### config.mk
export PLATFORM = sky130hd
export DESIGN_NAME = alu_pipelined_flat
export DESIGN_NICKNAME = d
export VERILOG_FILES = /design/src/rtl/alu_pipelined_if.sv /design/src/rtl/alu_pipelined.sv /design/src/flat_wrapper.sv
export SDC_FILE = /design/constraint.sdc
export NUM_CORES = 1
export LEC_CHECK = 0
export ABC_AREA = 1
export CAP_MARGIN = 30
export CORE_ASPECT_RATIO = 0.7
export CORE_MARGIN = 4
export CORE_UTILIZATION = 60
export CTS_BUF_LIST = sky130_fd_sc_hd__clkbuf_4 sky130_fd_sc_hd__clkbuf_8
export CTS_CLUSTER_SIZE = 10
export DETAILED_ROUTE_END_ITERATION = 10
export PLACE_DENSITY = 0.92
export RECOVER_POWER = 50
export SLEW_MARGIN = 30
export SYNTH_ARGS = -nofsm -noshare
export SYNTH_HDL_FRONTEND = slang
export SYNTH_SLANG_ARGS = --single-unit
export TNS_END_PERCENT = 100
### constraint.sdc
create_clock -name clk -period 1.4 [get_ports clk]
set_input_delay 0.14 -clock clk [delete_from_list [all_inputs] [get_ports clk]]
set_output_delay 0.14 -clock clk [all_outputs]
set_load 0.02 [all_outputs]
### src/rtl/alu_pipelined_if.sv
// alu_pipelined_if
//   Handshake bundle between the ALU and its producer/consumer.
//   Ports (slave = ALU side):
//     in_valid  / in_ready   op handshake, producer -> ALU
//     a, b      [N-1:0]      operands
//     control   [3:0]        operation code
//     out_valid / out_ready  result handshake, ALU -> consumer
//     result    [N-1:0]      operation result
//     overflow, zero, equal  result flags
//   The master modport is the producer/consumer side (CPU datapath or bench).

interface alu_pipelined_if #(
    parameter int N = 32
);
    logic         in_valid;
    logic         in_ready;
    logic [N-1:0] a;
    logic [N-1:0] b;
    logic [3:0]   control;
    logic         out_valid;
    logic         out_ready;
    logic [N-1:0] result;
    logic         overflow;
    logic         zero;
    logic         equal;

    modport master (
        output in_valid, a, b, control, out_ready,
        input  in_ready, out_valid, result, overflow, zero, equal
    );

    modport slave (
        input  in_valid, a, b, control, out_ready,
        output in_ready, out_valid, result, overflow, zero, equal
    );
endinterface

### src/rtl/alu_pipelined.sv
// alu_pipelined
//   Registered, handshaked ALU for the multicycle CPU datapath. One op is
//   taken per in_valid/in_ready transaction; result and flags are returned
//   on out_valid/out_ready and held stable until the consumer takes them.
//   Ports:
//     clk   rising-edge clock
//     rst   asynchronous, active-low reset
//     bus   alu_pipelined_if.slave (op handshake, operands, result, flags)
//   Optional feature macro: ALU_MUL_EN
//     defined   -> code 11 (MUL) runs an N-iteration radix-2 shift-add
//     undefined -> no multiplier is built; code 11 behaves as an unknown code
//
//   state | meaning
//   ------+--------------------------------------------------------------
//   IDLE  | no result pending, ready for a new op
//   BUSY  | multiply iterating (only reachable with ALU_MUL_EN)
//   DONE  | result/flags presented, held until out_ready

module alu_pipelined #(
    parameter int N = 32
) (
    input logic            clk,
    input logic            rst,
    alu_pipelined_if.slave bus
);
    localparam int SHAMT_W = $clog2(N);

    typedef enum logic [3:0] {
        ALU_AND  = 4'd1,
        ALU_OR   = 4'd2,
        ALU_XOR  = 4'd3,
        ALU_SLL  = 4'd4,
        ALU_SRL  = 4'd5,
        ALU_SRA  = 4'd6,
        ALU_ADD  = 4'd7,
        ALU_SUB  = 4'd8,
        ALU_SLT  = 4'd9,
        ALU_SLTU = 4'd10,
        ALU_MUL  = 4'd11
    } alu_control_t;

    typedef enum logic [1:0] {
        ST_IDLE = 2'd0,
        ST_BUSY = 2'd1,
        ST_DONE = 2'd2
    } state_t;

    state_t       state;
    state_t       state_nxt;
    logic         accept;
    logic         start_mul;
    logic [N-1:0] sc_result;
    logic         sc_overflow;
    logic [N-1:0] sum;
    logic [N-1:0] diff;
    logic [SHAMT_W-1:0] shamt;

    logic [N-1:0] result_q;
    logic         overflow_q;
    logic         zero_q;
    logic         equal_q;

    // in_ready follows out_ready combinationally in DONE so a consumer that
    // keeps out_ready high sees one single-cycle op per clock. Gating with
    // rst keeps the port quiet while reset is asserted.
    assign bus.in_ready  = rst & ((state == ST_IDLE) |
                                  ((state == ST_DONE) & bus.out_ready));
    assign accept        = bus.in_valid & bus.in_ready;
    assign bus.out_valid = (state == ST_DONE);
    assign bus.result    = result_q;
    assign bus.overflow  = overflow_q;
    assign bus.zero      = zero_q;
    assign bus.equal     = equal_q;

    assign sum   = bus.a + bus.b;
    assign diff  = bus.a - bus.b;
    assign shamt = bus.b[SHAMT_W-1:0];

    // Single-cycle datapath, evaluated on the live operands and captured
    // at the accept edge.
    always_comb begin
        sc_result   = '0;
        sc_overflow = 1'b0;
        start_mul   = 1'b0;
        case (bus.control)
            ALU_AND:  sc_result = bus.a & bus.b;
            ALU_OR:   sc_result = bus.a | bus.b;
            ALU_XOR:  sc_result = bus.a ^ bus.b;
            ALU_SLL:  sc_result = bus.a << shamt;
            ALU_SRL:  sc_result = bus.a >> shamt;
            ALU_SRA:  sc_result = $signed(bus.a) >>> shamt;
            ALU_ADD: begin
                sc_result   = sum;
                sc_overflow = (bus.a[N-1] == bus.b[N-1]) && (sum[N-1] != bus.a[N-1]);
            end
            ALU_SUB: begin
                sc_result   = diff;
                sc_overflow = (bus.a[N-1] != bus.b[N-1]) && (diff[N-1] != bus.a[N-1]);
            end
            ALU_SLT:  sc_result = {{(N-1){1'b0}}, ($signed(bus.a) < $signed(bus.b))};
            ALU_SLTU: sc_result = {{(N-1){1'b0}}, (bus.a < bus.b)};
            ALU_MUL: begin
`ifdef ALU_MUL_EN
                start_mul = 1'b1;
`endif
            end
            default: ;
        endcase
    end

`ifdef ALU_MUL_EN
    localparam int CNT_W = $clog2(N) + 1;

    logic [CNT_W-1:0] mul_cnt;
    logic [N-1:0]     mcand;
    logic [N-1:0]     p_hi;
    logic [N-1:0]     p_lo;
    logic [N:0]       hi_sum;
    logic             mul_last;

    // The counter walks 0..N-1 over the N iterations; the cycle with
    // mul_cnt == N loads the finished product into the output registers.
    assign mul_last = (mul_cnt == CNT_W'(N));
    // p_lo starts as the multiplier and shifts right, so its LSB is the
    // multiplier bit for the current iteration.
    assign hi_sum   = {1'b0, p_hi} + (p_lo[0] ? {1'b0, mcand} : {(N+1){1'b0}});

    always_ff @(posedge clk or negedge rst) begin
        if (!rst) begin
            mul_cnt <= '0;
            mcand   <= '0;
            p_hi    <= '0;
            p_lo    <= '0;
        end else if (accept && start_mul) begin
            mul_cnt <= '0;
            mcand   <= bus.a;
            p_hi    <= '0;
            p_lo    <= bus.b;
        end else if ((state == ST_BUSY) && !mul_last) begin
            {p_hi, p_lo} <= {hi_sum, p_lo[N-1:1]};
            mul_cnt      <= mul_cnt + CNT_W'(1);
        end
    end
`endif

    always_ff @(posedge clk or negedge rst) begin
        if (!rst) begin
            state <= ST_IDLE;
        end else begin
            state <= state_nxt;
        end
    end

    always_comb begin
        state_nxt = state;
        case (state)
            ST_IDLE: begin
                if (accept) state_nxt = start_mul ? ST_BUSY : ST_DONE;
            end
            ST_BUSY: begin
`ifdef ALU_MUL_EN
                if (mul_last) state_nxt = ST_DONE;
`else
                state_nxt = ST_IDLE;
`endif
            end
            ST_DONE: begin
                if (accept)             state_nxt = start_mul ? ST_BUSY : ST_DONE;
                else if (bus.out_ready) state_nxt = ST_IDLE;
            end
            default: state_nxt = ST_IDLE;
        endcase
    end

    // Output registers only change on accept or multiply completion, which
    // is what keeps them stable while DONE waits on out_ready.
    always_ff @(posedge clk or negedge rst) begin
        if (!rst) begin
            result_q   <= '0;
            overflow_q <= 1'b0;
            zero_q     <= 1'b0;
            equal_q    <= 1'b0;
        end else if (accept) begin
            equal_q <= (bus.a == bus.b);
            if (!start_mul) begin
                result_q   <= sc_result;
                overflow_q <= sc_overflow;
                zero_q     <= (sc_result == '0);
            end
        end
`ifdef ALU_MUL_EN
        else if ((state == ST_BUSY) && mul_last) begin
            result_q   <= p_lo;
            overflow_q <= |p_hi;
            zero_q     <= (p_lo == '0);
        end
`endif
    end
endmodule

### src/flat_wrapper.sv
// flat-port wrapper written by rule: the top's interface ports become plain ports
module alu_pipelined_flat 
#(
    parameter int N = 32
)
  (clk, rst, bus_in_valid, bus_a, bus_b, bus_control, bus_out_ready, bus_in_ready, bus_out_valid, bus_result, bus_overflow, bus_zero, bus_equal);
  alu_pipelined_if #(.N(N)) bus_i ();
  input logic clk;
  input logic rst;
  input wire logic [$bits(bus_i.in_valid)-1:0] bus_in_valid;
  input wire logic [$bits(bus_i.a)-1:0] bus_a;
  input wire logic [$bits(bus_i.b)-1:0] bus_b;
  input wire logic [$bits(bus_i.control)-1:0] bus_control;
  input wire logic [$bits(bus_i.out_ready)-1:0] bus_out_ready;
  output wire logic [$bits(bus_i.in_ready)-1:0] bus_in_ready;
  output wire logic [$bits(bus_i.out_valid)-1:0] bus_out_valid;
  output wire logic [$bits(bus_i.result)-1:0] bus_result;
  output wire logic [$bits(bus_i.overflow)-1:0] bus_overflow;
  output wire logic [$bits(bus_i.zero)-1:0] bus_zero;
  output wire logic [$bits(bus_i.equal)-1:0] bus_equal;
  assign bus_i.in_valid = bus_in_valid;
  assign bus_i.a = bus_a;
  assign bus_i.b = bus_b;
  assign bus_i.control = bus_control;
  assign bus_i.out_ready = bus_out_ready;
  assign bus_in_ready = bus_i.in_ready;
  assign bus_out_valid = bus_i.out_valid;
  assign bus_result = bus_i.result;
  assign bus_overflow = bus_i.overflow;
  assign bus_zero = bus_i.zero;
  assign bus_equal = bus_i.equal;
  alu_pipelined #(.N(N)) u_core (.clk(clk), .rst(rst), .bus(bus_i));
endmodule
==> flow_summary.yaml, run 1 <==
run_status:
  status: "aborted with a tool error"
  haltStage: "clock tree synthesis (4_1_cts)"
  tool.error: "[ERROR DPL-0038] Utilization greater than 100%, impossible to legalize"
floorplan:
  rows: 42
  ioPinCount: 109
  die_y_um: 125
  start_util: 0.614
  dieWidth_um: 175
logic_synthesis:
  synth-seq-area-share: 0.0771
  synth_top_cell_by_area: "nand2_1"
  yosys.area.top_type_share: 0.260
  yosys_warnings: 0
  synthTopCellsByArea: "nand2_1 26%, nand3_1 22%, ha_1 11%, inv_1 11%, dfrtp_1 7.7%"
  syn_area_per_cell_um2: 5.04
  ys_ff_latch: 36
  synth-edff-count: 0
  ys_types: 38
  synth_cells: 2318
  dominantRegCellSynth: "dfrtp_1"
  synth_nets: 2492
  netlist_area_um2: 11700
  synthArstFlopShare: 1.00
clocking:
  cts-root-buf: "clkbuf_8"
  ctsHoldBuffers: 0
  cts_made_buffers: 5
  cts_sinks: 36
  htreeDepth: 2
  cts_max_path_buffers: 2
  post_cts.repair.setup_buffers: 125
  ctsResizeCount: 1235
placement:
  io_buffers: 108
  dp.cells: 3060
  dp_hpwl_um: 54800
  gp_congestion: 1.28
synth_stat cells, drive strengths merged (2+ instances only):
library cell	n
o21bai	7
o211ai	6
and2	7
nor2	189
ha	100
o22ai	19
o221ai	2
clkbuf	20
nor4	2
buf	76
nand2	815
nor3	26
a21oi	66
a31oi	3
nand4	35
fa	2
dfrtp	36
o21ai	44
inv	340
o21a	5
nand3	513
stage by stage:
stage	setup WS, ps	cell area (um2)	hold WS (ps)	setup TNS (ps)
2_1_floorplan	-798	12000	-156	-16610
3_5_place_dp	-1910	16500	466	-50940
3_3_place_gp	-1730	16500	466	-45050
cells by family after synthesis:
| kind of cell | share of synthesized area |
|---|---|
| AO/OA/AOI/OAI | 0.0726 |
| XOR/XNOR | 0.000750 |
| adder cells (fa/ha/maj) | 0.111 |
| buffers and inverters | 0.152 |
| flip-flops | 0.0771 |
| AND/OR/NAND/NOR | 0.587 |
==> inputs of run 2 (changes only) <==
CORE_ASPECT_RATIO = unset   (was 0.7)
CORE_UTILIZATION = 40   (was 60)
CTS_BUF_LIST = unset   (was sky130_fd_sc_hd__clkbuf_4 sky130_fd_sc_hd__clkbuf_8)
CTS_CLUSTER_SIZE = unset   (was 10)
PLACE_DENSITY = unset   (was 0.92)
PLACE_DENSITY_LB_ADDON = 0.15   (was unset)
==> run 2 against run 1 <==
Against the previous run:
- the flow now finishes, with violations (negative setup slack)
- synthesized area did not move
- synthesized cell count unchanged
==> flow_summary.yaml, run 2 <==
run_status:
  status: "complete, but fails checks"
  violations: "negative setup slack"
critical_path:
  cp.required_ps: 1570
  crit_type: "in -> reg"
  arrival_ps: 2570
  worstSetupStartpointType: "input pin"
  worstPathMaxFanout: 5
  cp-end-kind: "flip-flop"
  r2r_cells: 7
logic_synthesis:
  synth_common_cells: "809 x nand2_1, 512 x nand3_1, 329 x inv_1"
  synth-edff-count: 0
  syn_area_per_cell_um2: 5.04
  yosys.area.top_type_share: 0.260
  yosysMostFrequentCell: "nand2_1"
  synthTopCellsByArea: "nand2_1 26%, nand3_1 22%, ha_1 11%, inv_1 11%, dfrtp_1 7.7%"
  synth-seq-area-share: 0.0771
  synth_cells: 2318
  dominantRegCellSynth: "dfrtp_1"
  ys_types: 38
  synthArstFlopShare: 1.00
  synth_top_cell_by_area: "nand2_1"
  ys_ff_latch: 36
  synth_nets: 2492
  yosys_warnings: 0
  netlist_area_um2: 11700
placement:
  dpl_cell_area_um2: 17100
  gp_congestion: 1.14
  io_buffers: 108
  dp_hpwl_um: 56700
  place_ws_ps: -1990
global_route:
  grt_max_degree: 71
  antenna_found_initial: 2
  overflow: 0
  grt_pass1_wl_um: 108000
  grt_usage: 0.444
  grt_pass1_vias: 18900
floorplan:
  rows: 62
  dieArea_um2: 32000
  dieWidth_um: 179
  coreArea_um2: 28800
  start_util: 0.406
  ioPinCount: 109
  die_y_um: 179
run:
  maxCapViolCount: 0
cells_and_area:
  register_area_um2: 901
  nNetsFinal: 3161
  design_area_um2: 23000
  n_fill_cell: 1924
  largest_reg_flops: 32
  diodes: 0
  multiInputGateArea_um2: 13100
  drive_gt1_frac: 0.550
  utilization: 0.799
  mostFrequentLayoutCells: "492 x buf_4, 488 x nand2_1, 350 x nand3_1"
  area_growth_syn_to_layout_pct: 96.9
  layout_commonest_cell: "buf_4"
timing:
  slew_headroom: 0.221
  hold_viol_final: 0
  finalCritPeriodShare: 1.71
  fin_crit_ps: 2400
  finalMaxSlewViolations: 0
  timing.final.ws_setup_ps: -1000
  setup_viol: 35
  worstMarginPinSlew_ps: 1160
  fmax_mhz: 417
  finalClockSkew_ps: 2.91
  rsz0062_at_grt: "yes"
  tns_ps: -20290
clocking:
  cts_max_path_buffers: 2
  cts-root-buf: "clkbuf_16"
  clk_pin_slew_ps: 60
  cts_sinks: 36
  htreeDepth: 2
  clkLatencyLatePin_ps: 280
  cts_made_buffers: 5
  cts_tree: "built"
drt:
  via_per_inst: 6.22
  first_iter_violations: 3175
  drc: 0
  wire_per_inst_um: 24.8
  drt-pass1-iter-count: 8
  routed_wl_um: 83700
  vias: 21000
  ant_nets: 0
power_and_ir_drop:
  power_density_nw_per_um2: 544
  ir_drop_uv: 566
  p_leak_nw: 12.3
  power.total_w: 0.0125
worst_hold_path:
  hold_depth: 2
  min_path_type: "reg -> reg"
-- run 2: cell counts after synthesis --
Identical to the previous run, type by type.
-- run 2: final timing paths --
kind	startpoint	endpoint	slack, ps
worst max-delay path	bus_control[1]	u_core.bus.zero	-1000
worst min-delay path	u_core.bus.result[5]	u_core.bus.result[5]	480
worst max register to register	u_core.state[1]	u_core.bus.overflow	-30
worst min register to register	u_core.bus.result[5]	u_core.bus.result[5]	480
max in group asynchronous	rst	u_core.bus.result[2]	130
min in group asynchronous	rst	u_core.bus.result[20]	680
-- run 2: report_power, final --
| part | switching, W | internal [W] |
|---|---|---|
| Clock | 0.000460 | 0.000656 |
| Combinational | 0.00589 | 0.00418 |
| Sequential | 0.000112 | 0.00121 |
| Total | 0.00647 | 0.00604 |
-- run 2: area by class of cell --
cell class,count,share of cell area
flip-flops and latches,36,0.0392
multi-input cells,1846,0.571
well taps,384,0.0209
repair buffers,758,0.300
inverters,340,0.0631
clock inverters,3,0.000816
clock buffers,5,0.00544
-- run 2: per-stage QoR --
step                      hold WS [ps]  std cells
final                              484       3372
after global routing               503       3372
after CTS                          451       3332
after detailed placement           226       3244
after global placement             222       3244
after floorplan                   -156       2318
-- run 2: critical path: stages --
cell and delay, ps:
buf_2 130, inv_2 70, nor2_1 170, nand2_2 100
buf_12 160, buf_6 130, o21ai_0 880, nor3_2 70
o21ai_1 140, nor2_2 90, nand4_1 120, nor2_1 70
nand3_2 80, nor2_2 60, nand2_1 80, nand2_1 50
-- run 2: logic make-up after synthesis --
logic type | Yosys count | synth area share
compound gates | 153 | 0.0726
fa+ha+maj | 102 | 0.111
buf+inv | 436 | 0.152
flops | 36 | 0.0771
simple gates | 1590 | 0.587
xor+xnor | 1 | 0.000750
-- run 2: routing by layer --
metal	up-vias	routed length, um	track usage
met5	-	23	0
met4	4	8620	0.256
met3	721	11100	0.0827
met2	1812	35800	0.719
met1	9664	28200	0.550
li1	8782	-	-
-- run 2: timing repair --
| item | CTS | global route |
|---|---|---|
| pin swaps | 294 | 248 |
| gates resized for setup | 1203 | 491 |
| buffers inserted | 89 | 49 |
| setup endpoints to repair | 43 | 63 |
| hold buffers | 1 | 0 |
| cloned | 4 | 0 |
| hold endpoints to repair | 36 | 0 |
No activity file was read; power rests on OpenSTA's default activity.
